==> src/rtl/ram_port_arbiter.sv <==
// Two-requester RAM port arbiter: an SPI command stream with a one-entry pending
// buffer and a host req/gnt port share one RAM port. Optional macro: ADDR_AUTOINC_EN.
module ram_port_arbiter #(
  parameter int MEM_DEPTH = 256,
  parameter int ADDR_SIZE = 8,
  parameter int MEM_WIDTH = 8
) (
  input  logic                 clk,
  input  logic                 rst_n,
  input  logic [MEM_WIDTH+1:0] spi_rx_data,
  input  logic                 spi_rx_valid,
  input  logic                 host_req,
  input  logic                 host_we,
  input  logic [ADDR_SIZE-1:0] host_addr,
  input  logic [MEM_WIDTH-1:0] host_wdata,
  output logic                 host_gnt,
  output logic                 host_rvalid,
  output logic [MEM_WIDTH-1:0] host_rdata,
  output logic                 ram_en,
  output logic                 ram_we,
  output logic [ADDR_SIZE-1:0] ram_addr,
  output logic [MEM_WIDTH-1:0] ram_wdata,
  input  logic [MEM_WIDTH-1:0] ram_rdata,
  output logic [MEM_WIDTH-1:0] tx_data,
  output logic                 tx_valid,
  output logic                 err_ovf
);

  typedef enum logic [1:0] {IDLE, SPI_ACC, HOST_ACC} state_t;
  typedef enum logic [1:0] {WR_ADDR = 2'b00, WR_DATA = 2'b01, RD_ADDR = 2'b10, RD_DATA = 2'b11} ctrl_t;
  typedef enum logic {GNT_HOST, GNT_SPI} grant_t;

  state_t state_q, state_d;
  grant_t last_grant_q;

  logic [ADDR_SIZE-1:0] wr_addr_q, rd_addr_q;
  logic                 pend_valid_q, pend_we_q;
  logic [ADDR_SIZE-1:0] pend_addr_q;
  logic [MEM_WIDTH-1:0] pend_data_q;
  logic                 cmd_we_q;
  logic [ADDR_SIZE-1:0] cmd_addr_q;
  logic [MEM_WIDTH-1:0] cmd_wdata_q;
  logic                 spi_rd_p1_q, host_rd_p1_q;

  ctrl_t                rx_ctrl;
  logic [MEM_WIDTH-1:0] rx_payload;
  logic                 host_act, pend_leaving, rx_mem, rx_accept, rx_drop;

  function automatic logic [ADDR_SIZE-1:0] to_addr(input logic [MEM_WIDTH-1:0] p);
    logic [31:0] w;
    w = 32'(p) % 32'(MEM_DEPTH);
    return ADDR_SIZE'(w);
  endfunction

`ifdef ADDR_AUTOINC_EN
  function automatic logic [ADDR_SIZE-1:0] inc_addr(input logic [ADDR_SIZE-1:0] a);
    return (a == ADDR_SIZE'(MEM_DEPTH - 1)) ? '0 : a + 1'b1;
  endfunction
`endif

  assign rx_ctrl    = ctrl_t'(spi_rx_data[MEM_WIDTH+1 -: 2]);
  assign rx_payload = spi_rx_data[MEM_WIDTH-1:0];

  always_comb begin
    state_d  = IDLE;
    // The host request that is being granted this cycle must not win a second slot.
    host_act = host_req && (state_q != HOST_ACC);
    if (pend_valid_q && host_act)
      state_d = (last_grant_q == GNT_HOST) ? SPI_ACC : HOST_ACC;
    else if (pend_valid_q)
      state_d = SPI_ACC;
    else if (host_act)
      state_d = HOST_ACC;
    pend_leaving = (state_d == SPI_ACC);
    rx_mem       = spi_rx_valid && ((rx_ctrl == WR_DATA) || (rx_ctrl == RD_DATA));
    rx_accept    = rx_mem && (!pend_valid_q || pend_leaving);
    rx_drop      = rx_mem && !rx_accept;
  end

  always_ff @(posedge clk or negedge rst_n) begin
    if (!rst_n) begin
      state_q      <= IDLE;
      last_grant_q <= GNT_HOST;
      cmd_we_q     <= 1'b0;
      cmd_addr_q   <= '0;
      cmd_wdata_q  <= '0;
    end else begin
      state_q <= state_d;
      if (state_d == SPI_ACC) begin
        last_grant_q <= GNT_SPI;
        cmd_we_q     <= pend_we_q;
        cmd_addr_q   <= pend_addr_q;
        cmd_wdata_q  <= pend_data_q;
      end else if (state_d == HOST_ACC) begin
        last_grant_q <= GNT_HOST;
        cmd_we_q     <= host_we;
        cmd_addr_q   <= host_addr;
        cmd_wdata_q  <= host_wdata;
      end
    end
  end

  always_ff @(posedge clk or negedge rst_n) begin
    if (!rst_n) begin
      wr_addr_q    <= '0;
      rd_addr_q    <= '0;
      pend_valid_q <= 1'b0;
      pend_we_q    <= 1'b0;
      pend_addr_q  <= '0;
      pend_data_q  <= '0;
      err_ovf      <= 1'b0;
    end else begin
      if (spi_rx_valid && (rx_ctrl == WR_ADDR)) wr_addr_q <= to_addr(rx_payload);
      if (spi_rx_valid && (rx_ctrl == RD_ADDR)) rd_addr_q <= to_addr(rx_payload);
      if (rx_accept) begin
        pend_valid_q <= 1'b1;
        pend_we_q    <= (rx_ctrl == WR_DATA);
        pend_addr_q  <= (rx_ctrl == WR_DATA) ? wr_addr_q : rd_addr_q;
        pend_data_q  <= rx_payload;
`ifdef ADDR_AUTOINC_EN
        if (rx_ctrl == WR_DATA) wr_addr_q <= inc_addr(wr_addr_q);
        else                    rd_addr_q <= inc_addr(rd_addr_q);
`endif
      end else if (pend_leaving) begin
        pend_valid_q <= 1'b0;
      end
      if (rx_drop) err_ovf <= 1'b1;
    end
  end

  // Read return: flag in the cycle after the access, data captured one cycle later.
  always_ff @(posedge clk or negedge rst_n) begin
    if (!rst_n) begin
      spi_rd_p1_q  <= 1'b0;
      host_rd_p1_q <= 1'b0;
      tx_valid     <= 1'b0;
      tx_data      <= '0;
      host_rvalid  <= 1'b0;
      host_rdata   <= '0;
    end else begin
      spi_rd_p1_q  <= (state_q == SPI_ACC) && !cmd_we_q;
      host_rd_p1_q <= (state_q == HOST_ACC) && !cmd_we_q;
      tx_valid     <= spi_rd_p1_q;
      host_rvalid  <= host_rd_p1_q;
      if (spi_rd_p1_q)  tx_data    <= ram_rdata;
      if (host_rd_p1_q) host_rdata <= ram_rdata;
    end
  end

  always_comb begin
    ram_en    = (state_q != IDLE);
    ram_we    = ram_en && cmd_we_q;
    ram_addr  = ram_en ? cmd_addr_q : '0;
    ram_wdata = ram_en ? cmd_wdata_q : '0;
    host_gnt  = (state_q == HOST_ACC);
  end

endmodule

==> config.mk <==
export PLATFORM = sky130hd
export DESIGN_NAME = ram_port_arbiter
export DESIGN_NICKNAME = d
export VERILOG_FILES = /design/src/rtl/ram_port_arbiter.sv
export SDC_FILE = /design/constraint.sdc
export NUM_CORES = 1
export LEC_CHECK = 0
export CAP_MARGIN = 20
export CORE_ASPECT_RATIO = 0.8
export CORE_MARGIN = 5
export CORE_UTILIZATION = 49
export DETAILED_ROUTE_END_ITERATION = 8
export PLACE_DENSITY = 0.79
export SLEW_MARGIN = 20
export SYNTH_ARGS = -nofsm -noshare
export SYNTH_HDL_FRONTEND = slang
export SYNTH_SLANG_ARGS = --single-unit
==> constraint.sdc <==
create_clock -name clk -period 3 [get_ports clk]
set_clock_uncertainty 0.05 [all_clocks]
set_input_delay 0.6 -clock clk [delete_from_list [all_inputs] [get_ports clk]]
set_output_delay 0.6 -clock clk [all_outputs]
set_load 0.03 [all_outputs]
# [Word-level counts from Yosys, hierarchy flattened]
# Cells that the tools add are included.
[op_classes] eq_ne=8 n_mux=17 reduce_logical=19
[ops] operator="$mux 8" count=7
[ops] operator="$logic_and 1x1->1" count=10
[ops] operator="$eq 2x2->1 const B" count=4
[ops] operator="$mux 2" count=4
[ops] operator="$eq 2x1->1 const B" count=3
[ops] operator="$mux 1" count=6
[ops] operator="$reduce_bool 2->1" count=3
[ops] operator="$logic_not 1->1" count=3
[ops] operator="$logic_not 2->1" count=1
[ops] operator="$logic_or 1x1->1" count=2
[ops] operator="$ne 2x2->1 const B" count=1
[totals] reg_bits=75 input_bits=39 wordCells=62

# [Longest topological paths before layout]
# Gate-level depths: netlist (run 1).
[depth] ltp_word=10 depth_mapped=9 depth_no_buf=6

# [Worst setup path after synthesis (run 1)]
# No wires, ideal clock.
[synth_timing] kind="input -> register" startpoint="in host_req" endpoint="reg pend_addr_q[7]" t_arrival_ns=1.924 required_ns=2.825 path_slack_ns=0.901 stages=8 n_path_buf=3 path_cell_list="a31oi_1 ha_1 buf_6 nand2b_4 nor2b_4 buf_6 buf_12 mux2_4"
[synth_between] elab_chain_cells=7
[synth_lines] element="start, declared" line="12" rtl="input logic host_req,"
[synth_lines] element="$logic_and 1x1->1 *" line="67" rtl="host_act = host_req && (state_q != HOST_ACC);"
[synth_lines] element="$mux 2" line="72" rtl="else if (host_act)"
[synth_lines] element="$mux 2" line="70" rtl="else if (pend_valid_q)"
[synth_lines] element="$mux 2 *" line="68" rtl="if (pend_valid_q && host_act)"
[synth_lines] element="$eq 2x1->1 *" line="74" rtl="pend_leaving = (state_d == SPI_ACC);"
[synth_lines] element="named net pend_leaving" line="47" rtl="logic host_act, pend_leaving, rx_mem, rx_accept, rx_drop;"
[synth_lines] element="$logic_or 1x1->1 *" line="76" rtl="rx_accept = rx_mem && (!pend_valid_q || pend_leaving);"
[synth_lines] element="$logic_and 1x1->1 *" line="76"
[synth_lines] element="end signal, assigned" line="118" rtl="pend_addr_q <= (rx_ctrl == WR_DATA) ? wr_addr_q : rd_addr_q;"
[synth_lines] element="end, declared" line="38" rtl="logic [ADDR_SIZE-1:0] pend_addr_q;"
# The timed path passes the listed nets; every way through them passes the cells marked *.
# A chain may end at the register's enable or synchronous reset.

# [Final worst setup path (run 1)]
[layout_timing] startpoint="reg state_q[1]" endpoint="out ram_wdata[1]"
[layout_between] elab_chain_cells=2
[layout_lines] element="start, declared" line="33" rtl="state_t state_q, state_d;"
[layout_lines] element="start signal, assigned" line="88" rtl="state_q <= state_d;"
[layout_lines] element="$reduce_bool 2->1" line="151" rtl="ram_en = (state_q != IDLE);"
[layout_lines] element="$mux 8" line="154" rtl="ram_wdata = ram_en ? cmd_wdata_q : '0;"
[layout_lines] element="end, declared" line="22" rtl="output logic [MEM_WIDTH-1:0] ram_wdata,"
# No other way between the ends.

==> results of run 1 <==
[cells in the mapped netlist, drive strengths merged (2+ instances only)]
cell type,instances
inv,4
dfrtp,75
nor2,2
nand2b,3
nor3b,2
mux2,58
buf,5
nor2b,19
mux2i,17
clkbuf,7
o21ai,17
nand2,19
[cell families after synthesis]
group                    after synthesis
AO/OA/AOI/OAI                         19
buffers and inverters                 16
multiplexers                          75
adder cells (fa/ha/maj)                1
flip-flops                            75
AND/OR/NAND/NOR                       47
[metal layers]
layer	vias to the layer above	global-route usage, %
met5	-	0
met4	0	6.73
li1	969	-
met1	935	22.1
met3	13	5.46
met2	36	27.1
[registers in the layout (all words and copies together) (netlist names)]
signal,flops
wr_addr_q,8
pend_valid_q,1
host_rd_p1_q,1
pend_we_q,1
last_grant_q,1
pend_data_q,8
spi_rd_p1_q,1
cmd_wdata_q,8
host_rdata,8
pend_addr_q,8
err_ovf,1
state_q,2
tx_valid,1
host_rvalid,1
cmd_we_q,1
rd_addr_q,8
tx_data,8
cmd_addr_q,8
[worst paths after layout]
| kind | slack, ns | from | cells after the start | endpoint |
|---|---|---|---|---|
| setup / recovery | 0.56 | state_q[1]$_DFF_PN0_ | 4 | ram_wdata[1] |
| hold / removal | 0.35 | rst_n | 1 | tx_data[7]$_DFFE_PN0P_ |
| setup reg to reg | 0.83 | state_q[0]$_DFF_PN0_ | 7 | pend_addr_q[6]$_DFFE_PN0P_ |
| hold reg to reg | 0.42 | state_q[1]$_DFF_PN0_ | 1 | spi_rd_p1_q$_DFF_PN0_ |
| max in group asynchronous | 1.98 | rst_n | 1 | cmd_wdata_q[0]$_DFFE_PN0P_ |
| min in group clk | 0.42 | state_q[1]$_DFF_PN0_ | 1 | spi_rd_p1_q$_DFF_PN0_ |
[report_power, final]
part	switching, mW	internal [mW]	leakage, nW	total (mW)
sequential	0.265	1.45	0.900	1.72
clock	0.352	0.513	0.113	0.864
combinational	1.12	1.08	0.823	2.20
total	1.74	3.04	1.84	4.78
[through the flow]
step           area (um2)  setup WS [ns]  utilization (%)  hold slack, ns  std cells
2_1_floorplan        3210          0.901                -           0.254        233
3_3_place_gp         4030          0.502             63.2           0.388        386
3_5_place_dp         4030          0.399             63.2           0.409        386
4_1_cts              4260          0.530             66.8           0.362        402
5_1_grt              4260          0.438             66.8           0.408        402
6_report             4260          0.563             66.8           0.345        402
[critical path, delay by kind of cell (launching register included)]
family	cells	cell delay, ns
buf+inv	2	0.86
flops	1	0.37
simple gates	2	0.20
[layout by cell type, fill, tap and decap left out]
master / netlist / routed
dfrtp_1: 75 / 75
clkdlybuf4s50_1: 0 / 75
mux2_2: 48 / 48
nand2_1: 19 / 19
nor2b_1: 18 / 18
mux2i_1: 17 / 17
o21ai_0: 17 / 17
clkbuf_8: 0 / 11
mux2_4: 10 / 10
buf_4: 0 / 6
inv_1: 4 / 4
nand2b_1: 2 / 2
nor2_1: 2 / 2
bufinv_16: 0 / 2
a31oi_1: 1 / 1
nand3_1: 1 / 1
nor3b_1: 1 / 1
nand2b_4: 1 / 1
nor2b_4: 1 / 1
nor3b_2: 1 / 1
o21bai_1: 1 / 1
nand3b_1: 1 / 1
ha_1: 1 / 1
clkbuf_1: 7 / 1
clkinvlp_4: 0 / 1
clkinv_2: 0 / 1
[layout make-up]
| type | instances | area (um2) |
|---|---|---|
| fillers | 473 | 2120 |
| flip-flops and latches | 75 | 1880 |
| multi-input cells | 142 | 1240 |
| repair buffers | 81 | 796 |
| clock buffers | 12 | 155 |
| well taps | 84 | 105 |
| clock inverters | 4 | 72.6 |
| inverters | 4 | 15.0 |
==> impl_metrics.py, run 1 <==
metrics = {
    "run_status": {
        "outcome": "complete, no violations",
    },
    "timing": {
        "fmax_mhz": 410,
        "tightest_slew_ns": 0.911,
        "relSlewSlack_pct": 39.3,
        "fin_tns_setup_ns": 0,
        "slew_viol_final": 0,
        "rsz0062_at_grt": "no",
        "setup_viol": 0,
        "finalCritPeriodShare_pct": 81.2,
        "hold_violations": 0,
        "min_period_ns": 2.44,
    },
    "route": {
        "via_count": 1953,
        "wl_met2_um": 3020,
        "wl_met1_um": 2920,
        "viasPerCell": 4.86,
        "drc_errors": 0,
        "drt_pass1_iterations": 4,
        "routed_wl_um": 6370,
        "wl_per_cell_um": 15.8,
        "topRoutingLayerUsed": "met4",
        "wl_met3_um": 295,
        "drt_iter0_drc": 75,
        "antenna_left": 0,
    },
    "synthesis": {
        "synthAdderAreaFrac_pct": 0.390,
        "synth_xor_area_share_pct": 0,
        "synth-compound-area-share_pct": 3.08,
        "synth.mux.area_fraction_pct": 26.8,
        "async_flop_share_pct": 100,
        "yosys_warnings": 0,
        "synth_top_family_by_area": "multiplexers",
        "synth_area_per_cell_um2": 13.8,
        "synth_top_area_share_pct": 58.5,
        "netlist.top_cell.by_area": "dfrtp_1",
        "syn_nets": 273,
        "syn_inst": 233,
        "syn_area_um2": 3210,
        "synth_edf_count": 0,
        "synthFlopType": "dfrtp_1",
        "ys_types": 23,
        "synthSimpleGateAreaFrac_pct": 8.23,
        "ys_seq_area_share_pct": 58.5,
        "ys_ff_latch": 75,
        "synthTopCellsByArea": "dfrtp_1 59%, mux2_2 17%, mux2i_1 5.3%",
    },
    "cts": {
        "cts_hold_buf": 0,
        "cts_root_buf": "clkbuf_8",
        "clk-insertion-delay-late_ns": 0.34,
        "cts.htree.levels": 3,
        "cts_buffers": 9,
        "numClockSinks": 75,
        "post_cts_buffers": 0,
        "cts_tree": "yes",
        "cts_resized": 0,
        "clkTransAtPathRegs_ns": 0.07,
        "clockBufferDepth": 2,
    },
    "grt": {
        "grt_usage_pct": 17.1,
        "grt_pass1_wl_um": 10600,
        "grt_pass1_vias": 2042,
        "antenna_found_initial": 0,
        "grt_max_degree": 76,
        "grt_remaining_overflow": 0,
    },
    "worst_setup_path": {
        "cp_max_fo": 18,
        "start_kind": "register",
        "crit_type": "register to primary output",
        "cp_data_required_time_ns": 2.35,
        "critPathSlowestCell": "clkdlybuf4s50_1",
        "setup.worst_path.end_class": "primary output",
        "critical-path-max-stage-delay_ns": 0.68,
        "cp.arrival_ns": 1.79,
        "worstPathCellList": "nor2_1 -> buf_4 -> nor2b_1 -> clkdlybuf4s50_1",
    },
    "finish": {
        "diodes": 0,
        "drive_gt1_share_pct": 25.8,
        "syn_to_final_growth_pct": 32.7,
        "nets": 353,
    },
    "place": {
        "portBuffers": 76,
        "dp_hpwl_um": 4750,
        "routabilityCongestion": 0.763,
    },
    "hold_path": {
        "holdCritPathClass": "input port to asynchronous set/reset pin",
    },
    "floorplan": {
        "coreArea_um2": 6380,
        "die_w_um": 100,
        "start_util_pct": 50.3,
        "placementRows": 26,
        "io_pins": 77,
        "die_h_um": 82.4,
        "die-area_um2": 8270,
    },
    "power": {
        "vdd_drop_max_uv": 383,
        "p_leak_nw": 1.84,
        "power.total_mw": 4.78,
        "cellPowerDensity_nw_per_um2": 1120,
    },
    "job": {
        "max-cap-violations": 0,
    },
}
Note: power is estimated with default switching activity, not from simulation.
==> inputs of run 2 (changes only) <==
- clock period: 3 -> 2.45 ns (I/O delays scaled with it)
==> run 2 against run 1 <==
Cell area up 0.12%; worst setup slack worse by 0.42 ns; sequential cell count unchanged; global-route usage up 0.081 points; critical path depth unchanged; sequential power up 23%; clock power up 13%; non-clock buffer count up 1; largest cell class unchanged.
==> impl_metrics.py, run 2 (synthesis gave the netlist of run 1 again) <==
metrics = {
    "job": {
        "max-cap-violations": 0,
    },
    "power": {
        "vdd_drop_max_uv": 521,
        "cellPowerDensity_nw_per_um2": 1360,
        "power.total_mw": 5.80,
        "clkPwrFrac_pct": 16.9,
        "swShare_pct": 36.9,
        "p_leak_nw": 1.84,
        "pwr-share-seq_pct": 36.5,
        "power_frac_comb_pct": 46.7,
        "p_int_mw": 3.66,
        "p_switching_mw": 2.14,
    },
    "worst_setup_path": {
        "crit_start": "state_q[1]$_DFF_PN0_",
        "cp_data_required_time_ns": 1.91,
        "r2r-start": "state_q[0]$_DFF_PN0_",
        "cp.arrival_ns": 1.77,
        "worstPathCellList": "nor2_1 -> buf_4 -> nor2b_1 -> clkdlybuf4s50_1",
        "start_kind": "register",
        "crit_type": "register to primary output",
        "critical-path-max-stage-delay_ns": 0.68,
        "cp_max_fo": 18,
        "critPathSlowestCell": "clkdlybuf4s50_1",
        "setup.worst_path.end_class": "primary output",
    },
    "floorplan": {
        "die_w_um": 100,
        "die-area_um2": 8270,
        "io_pins": 77,
        "coreArea_um2": 6380,
        "start_util_pct": 50.3,
        "die_h_um": 82.4,
        "placementRows": 26,
    },
    "route": {
        "antenna_left": 0,
        "drt_iter0_drc": 69,
        "routed_wl_um": 6380,
        "viasPerCell": 4.94,
        "wl_per_cell_um": 15.8,
        "drc_errors": 0,
        "drt_pass1_iterations": 4,
        "via_count": 1989,
    },
    "timing": {
        "tightest_slew_ns": 0.905,
        "hold_ws_ns": 0.242,
        "fin_ws_ns": 0.145,
        "rsz0062_at_grt": "no",
        "slew_viol_final": 0,
        "finalCritPeriodShare_pct": 94.1,
        "fmax_mhz": 434,
        "setup_viol": 0,
        "fin_tns_setup_ns": 0,
        "min_period_ns": 2.31,
        "hold_violations": 0,
        "relSlewSlack_pct": 39.6,
    },
    "cts": {
        "cts_buffers": 9,
        "cts_tree": "yes",
        "clk-insertion-delay-late_ns": 0.34,
        "clockBufferDepth": 2,
        "post_cts_buffers": 0,
        "cts.htree.levels": 3,
        "clkTransAtPathRegs_ns": 0.07,
        "cts_hold_buf": 0,
        "cts_resized": 0,
        "cts_root_buf": "clkbuf_8",
        "numClockSinks": 75,
    },
    "finish": {
        "nets": 354,
        "syn_to_final_growth_pct": 32.9,
        "fin_area_um2": 4260,
        "drive_gt1_share_pct": 26.3,
        "layoutNonFillerInstCount": 403,
        "post-route-util_pct": 66.8,
        "final_cell_mix": "75 x dfrtp_1, 75 x clkdlybuf4s50_1, 48 x mux2_2, 19 x nand2_1, 18 x nor2b_1",
        "diodes": 0,
    },
    "place": {
        "dp_hpwl_um": 4730,
        "portBuffers": 76,
        "dp_slack_ns": 0.00691,
        "routabilityCongestion": 0.754,
        "placed_cell_area_um2": 4050,
        "dp.cells": 387,
    },
    "grt": {
        "grt_max_degree": 76,
        "grt_pass1_vias": 2068,
        "grt_remaining_overflow": 0,
        "grt_pass1_wl_um": 10600,
        "grt_usage_pct": 17.2,
        "antenna_found_initial": 0,
    },
    "hold_path": {
        "holdCritPathClass": "input port to asynchronous set/reset pin",
    },
    "run_status": {
        "outcome": "complete, no violations",
    },
}
[run 2: cell count changes in the layout (fill, tap and decap cells not counted), sizes merged]
cell    delta
clkinv     +1
bufinv     -1
buf        +1
[run 2: area by class of cell]
type / count / area (um2)
Sequential cell: 75 / 1880
Inverter: 4 / 15.0
Timing Repair Buffer: 82 / 816
Clock inverter: 4 / 47.5
Fill cell: 510 / 2110
Multi-Input combinational cell: 142 / 1240
Tap cell: 84 / 105
Clock buffer: 12 / 165
[run 2: worst paths after layout]
kind / endpoint / slack [ns] / depth (start not counted)
max: ram_addr[2] / 0.14 / 4
min: host_rdata[6]$_DFFE_PN0P_ / 0.24 / 1
max reg2reg: pend_addr_q[6]$_DFFE_PN0P_ / 0.37 / 7
min reg2reg: spi_rd_p1_q$_DFF_PN0_ / 0.42 / 1
max in group asynchronous: wr_addr_q[5]$_DFFE_PN0P_ / 1.54 / 1
min in group clk: spi_rd_p1_q$_DFF_PN0_ / 0.42 / 1
[run 2: routing by layer]
metal  GRT usage [%]  wire length [um]  vias up
met5               0                 0        -
met4            5.79                83        0
met3            5.54               247        6
met2            27.9              3160       39
met1            22.0              2890      976
li1                -                 -      968
[run 2: power by group through the flow]
stage	registers [mW]	logic, mW	clock network [mW]
after CTS	2.12	2.74	1.00
after detailed placement	2.14	2.74	0
after global routing	2.19	2.94	1.06
after global placement	2.11	2.68	0
final	2.11	2.71	0.978
after floorplan	2.31	1.59	0
[run 2: worst max-delay path, delay by kind of cell (launching register included)]
| kind | cells | cell delay (ns) |
|---|---|---|
| and+or+nand+nor | 2 | 0.19 |
| buffers and inverters | 2 | 0.86 |
| DFF | 1 | 0.37 |
==> inputs of run 3 (changes only) <==
- ABC_CLOCK_PERIOD_IN_PS: default -> 2450
- CORE_ASPECT_RATIO: 0.8 -> 0.9
- CTS_BUF_LIST: default -> sky130_fd_sc_hd__clkbuf_4 sky130_fd_sc_hd__clkbuf_8 sky130_fd_sc_hd__clkbuf_16
==> run 3 against run 2 <==
Sequential power is essentially flat; largest power group unchanged; worst hold slack lost 0.022 ns; register-to-register slack gained 0.05 ns; critical path type unchanged; sequential cell count is the same; via count grew 0.60%; die area is essentially flat; worst setup slack lost 0.036 ns; largest cell class unchanged; cell area grew 1.1%; clock-buffer cell count shrank 2; global-route usage shrank 0.50 points; fmax shrank 1.5%; sequential share of layout area shrank 0.50 points.
==> impl_metrics.py, run 3 (synthesis gave the netlist of run 1 again) <==
metrics = {
    "cts": {
        "cts_hold_buf": 0,
        "cts_root_buf": "clkbuf_8",
        "cts_tree": "yes",
        "cts.htree.levels": 3,
        "cts_buffers": 9,
        "clk-insertion-delay-late_ns": 0.34,
        "clockBufferDepth": 2,
        "numClockSinks": 75,
        "clkTransAtPathRegs_ns": 0.08,
        "post_cts_buffers": 0,
    },
    "grt": {
        "grt_pass1_wl_um": 10500,
        "antenna_found_initial": 0,
        "grt_pass1_vias": 2092,
        "grt_usage_pct": 16.7,
        "grt_remaining_overflow": 0,
        "grt_max_degree": 76,
    },
    "timing": {
        "setup_viol": 0,
        "slew_viol_final": 0,
        "finalCritPeriodShare_pct": 95.6,
        "fin_tns_setup_ns": 0,
        "min_period_ns": 2.34,
        "hold_violations": 0,
        "hold_ws_ns": 0.220,
        "fmax_mhz": 427,
        "tightest_slew_ns": 0.908,
        "relSlewSlack_pct": 39.5,
        "rsz0062_at_grt": "no",
    },
    "power": {
        "power.total_mw": 5.95,
        "pwr-share-seq_pct": 35.2,
        "p_switching_mw": 2.15,
        "swShare_pct": 36.2,
        "cellPowerDensity_nw_per_um2": 1380,
        "p_int_mw": 3.79,
        "vdd_drop_max_uv": 557,
        "p_leak_nw": 1.92,
        "clkPwrFrac_pct": 19.0,
        "power_frac_comb_pct": 45.8,
    },
    "run_status": {
        "outcome": "complete, no violations",
    },
    "worst_setup_path": {
        "path_buf_inv": 2,
        "critPathTopFamily": "buffers and inverters",
        "critPathSlowestCell": "clkdlybuf4s50_1",
        "critPathCapture": "ram_addr[1]",
        "cp.arrival_ns": 1.80,
        "reg2reg_to": "pend_addr_q[0]$_DFFE_PN0P_",
        "cp_max_fo": 14,
        "cp.depth": 4,
        "crit_start": "state_q[1]$_DFF_PN0_",
        "worstPathCellList": "nor2_1 -> buf_4 -> nor2b_1 -> clkdlybuf4s50_1",
        "reg2reg_depth": 7,
        "setup.worst_path.end_class": "primary output",
        "start_kind": "register",
        "cp_data_required_time_ns": 1.91,
        "critical-path-max-stage-delay_ns": 0.68,
        "crit_type": "register to primary output",
        "r2r_slack_ns": 0.42,
        "r2r-start": "state_q[0]$_DFF_PN0_",
    },
    "place": {
        "dp_hpwl_um": 4590,
        "portBuffers": 76,
        "routabilityCongestion": 0.727,
    },
    "route": {
        "drt_iter0_drc": 87,
        "drc_errors": 0,
        "wl_per_cell_um": 15.1,
        "drt_pass1_iterations": 2,
        "viasPerCell": 4.88,
        "via_count": 2001,
        "antenna_left": 0,
        "routed_wl_um": 6200,
    },
    "floorplan": {
        "start_util_pct": 49.5,
        "die-area_um2": 8260,
        "placementRows": 28,
        "die_h_um": 86.7,
        "die_w_um": 95.3,
        "io_pins": 77,
        "coreArea_um2": 6480,
    },
    "job": {
        "max-cap-violations": 0,
    },
    "finish": {
        "final_common_cell": "dfrtp_1",
        "syn_to_final_growth_pct": 34.4,
        "diodes": 0,
        "drive_gt1_share_pct": 27.5,
        "nFillCells": 507,
        "nets": 355,
        "final_cell_mix": "75 x dfrtp_1, 68 x clkdlybuf4s50_1, 48 x mux2_2, 19 x nand2_1, 18 x nor2b_1",
    },
    "hold_path": {
        "holdCritPathClass": "input port to asynchronous set/reset pin",
    },
}
==> run 3: power groups by stage <==
stage                     logic (mW)  clock network (mW)  registers, mW
final                           2.72                1.13           2.09
after global routing            2.95                1.21           2.17
after CTS                       2.77                1.16           2.10
after detailed placement        2.75                   0           2.12
after global placement          2.70                   0           2.10
after floorplan                 1.59                   0           2.31
==> run 3: what timing repair did <==
action                     4_1_cts  5_1_grt
setup endpoints to repair        0        4
resized for setup                0        4
hold endpoints to repair         0        0
==> run 3: area by class of cell <==
type | instances | area (um2) | share of cell area, %
clock inverter | 6 | 113 | 2.61
inverter | 4 | 15.0 | 0.348
timing repair buffer | 83 | 826 | 19.2
multi-input combinational | 142 | 1240 | 28.7
sequential | 75 | 1880 | 43.5
tap | 90 | 113 | 2.61
clock buffer | 10 | 131 | 3.05
==> run 3: worst min path at each step <==
stage	to	slack (ns)	depth (start not counted)
floorplan	cmd_addr_q[0]$_DFFE_PN0P_	0.14	0
global placement	spi_rd_p1_q$_DFF_PN0_	0.39	1
detailed placement	cmd_addr_q[2]$_DFFE_PN0P_	0.41	2
CTS	host_rdata[3]$_DFFE_PN0P_	0.25	1
global route	host_rdata[3]$_DFFE_PN0P_	0.31	1
finish	tx_data[1]$_DFFE_PN0P_	0.22	1
==> run 3: metrics by stage <==
| step | util [%] | setup slack, ns | instances | cell area, um2 |
|---|---|---|---|---|
| floorplan | - | 0.394 | 233 | 3210 |
| global placement | 62.6 | 0.156 | 394 | 4060 |
| detailed placement | 62.6 | 0.103 | 394 | 4060 |
| global route | 66.5 | 0.00538 | 410 | 4310 |
| CTS | 66.4 | 0.0470 | 410 | 4300 |
| finish | 66.5 | 0.109 | 410 | 4310 |
==> run 3: routing by layer <==
layer | GRT usage (%) | up-vias | wire [um]
met5 | 0 | - | 0
met2 | 24.4 | 60 | 2720
li1 | - | 960 | -
met1 | 24.1 | 969 | 2980
met4 | 5.90 | 0 | 108
met3 | 4.34 | 12 | 395
==> run 3: worst register-to-register path, cell delays in order (launching register included) <==
cell      delay (ns)
dfrtp_1         0.39
nand2b_1        0.20
a31oi_1         0.25
ha_1            0.21
nand2b_4        0.13
nor2b_4         0.15
buf_12          0.17
mux2_2          0.36
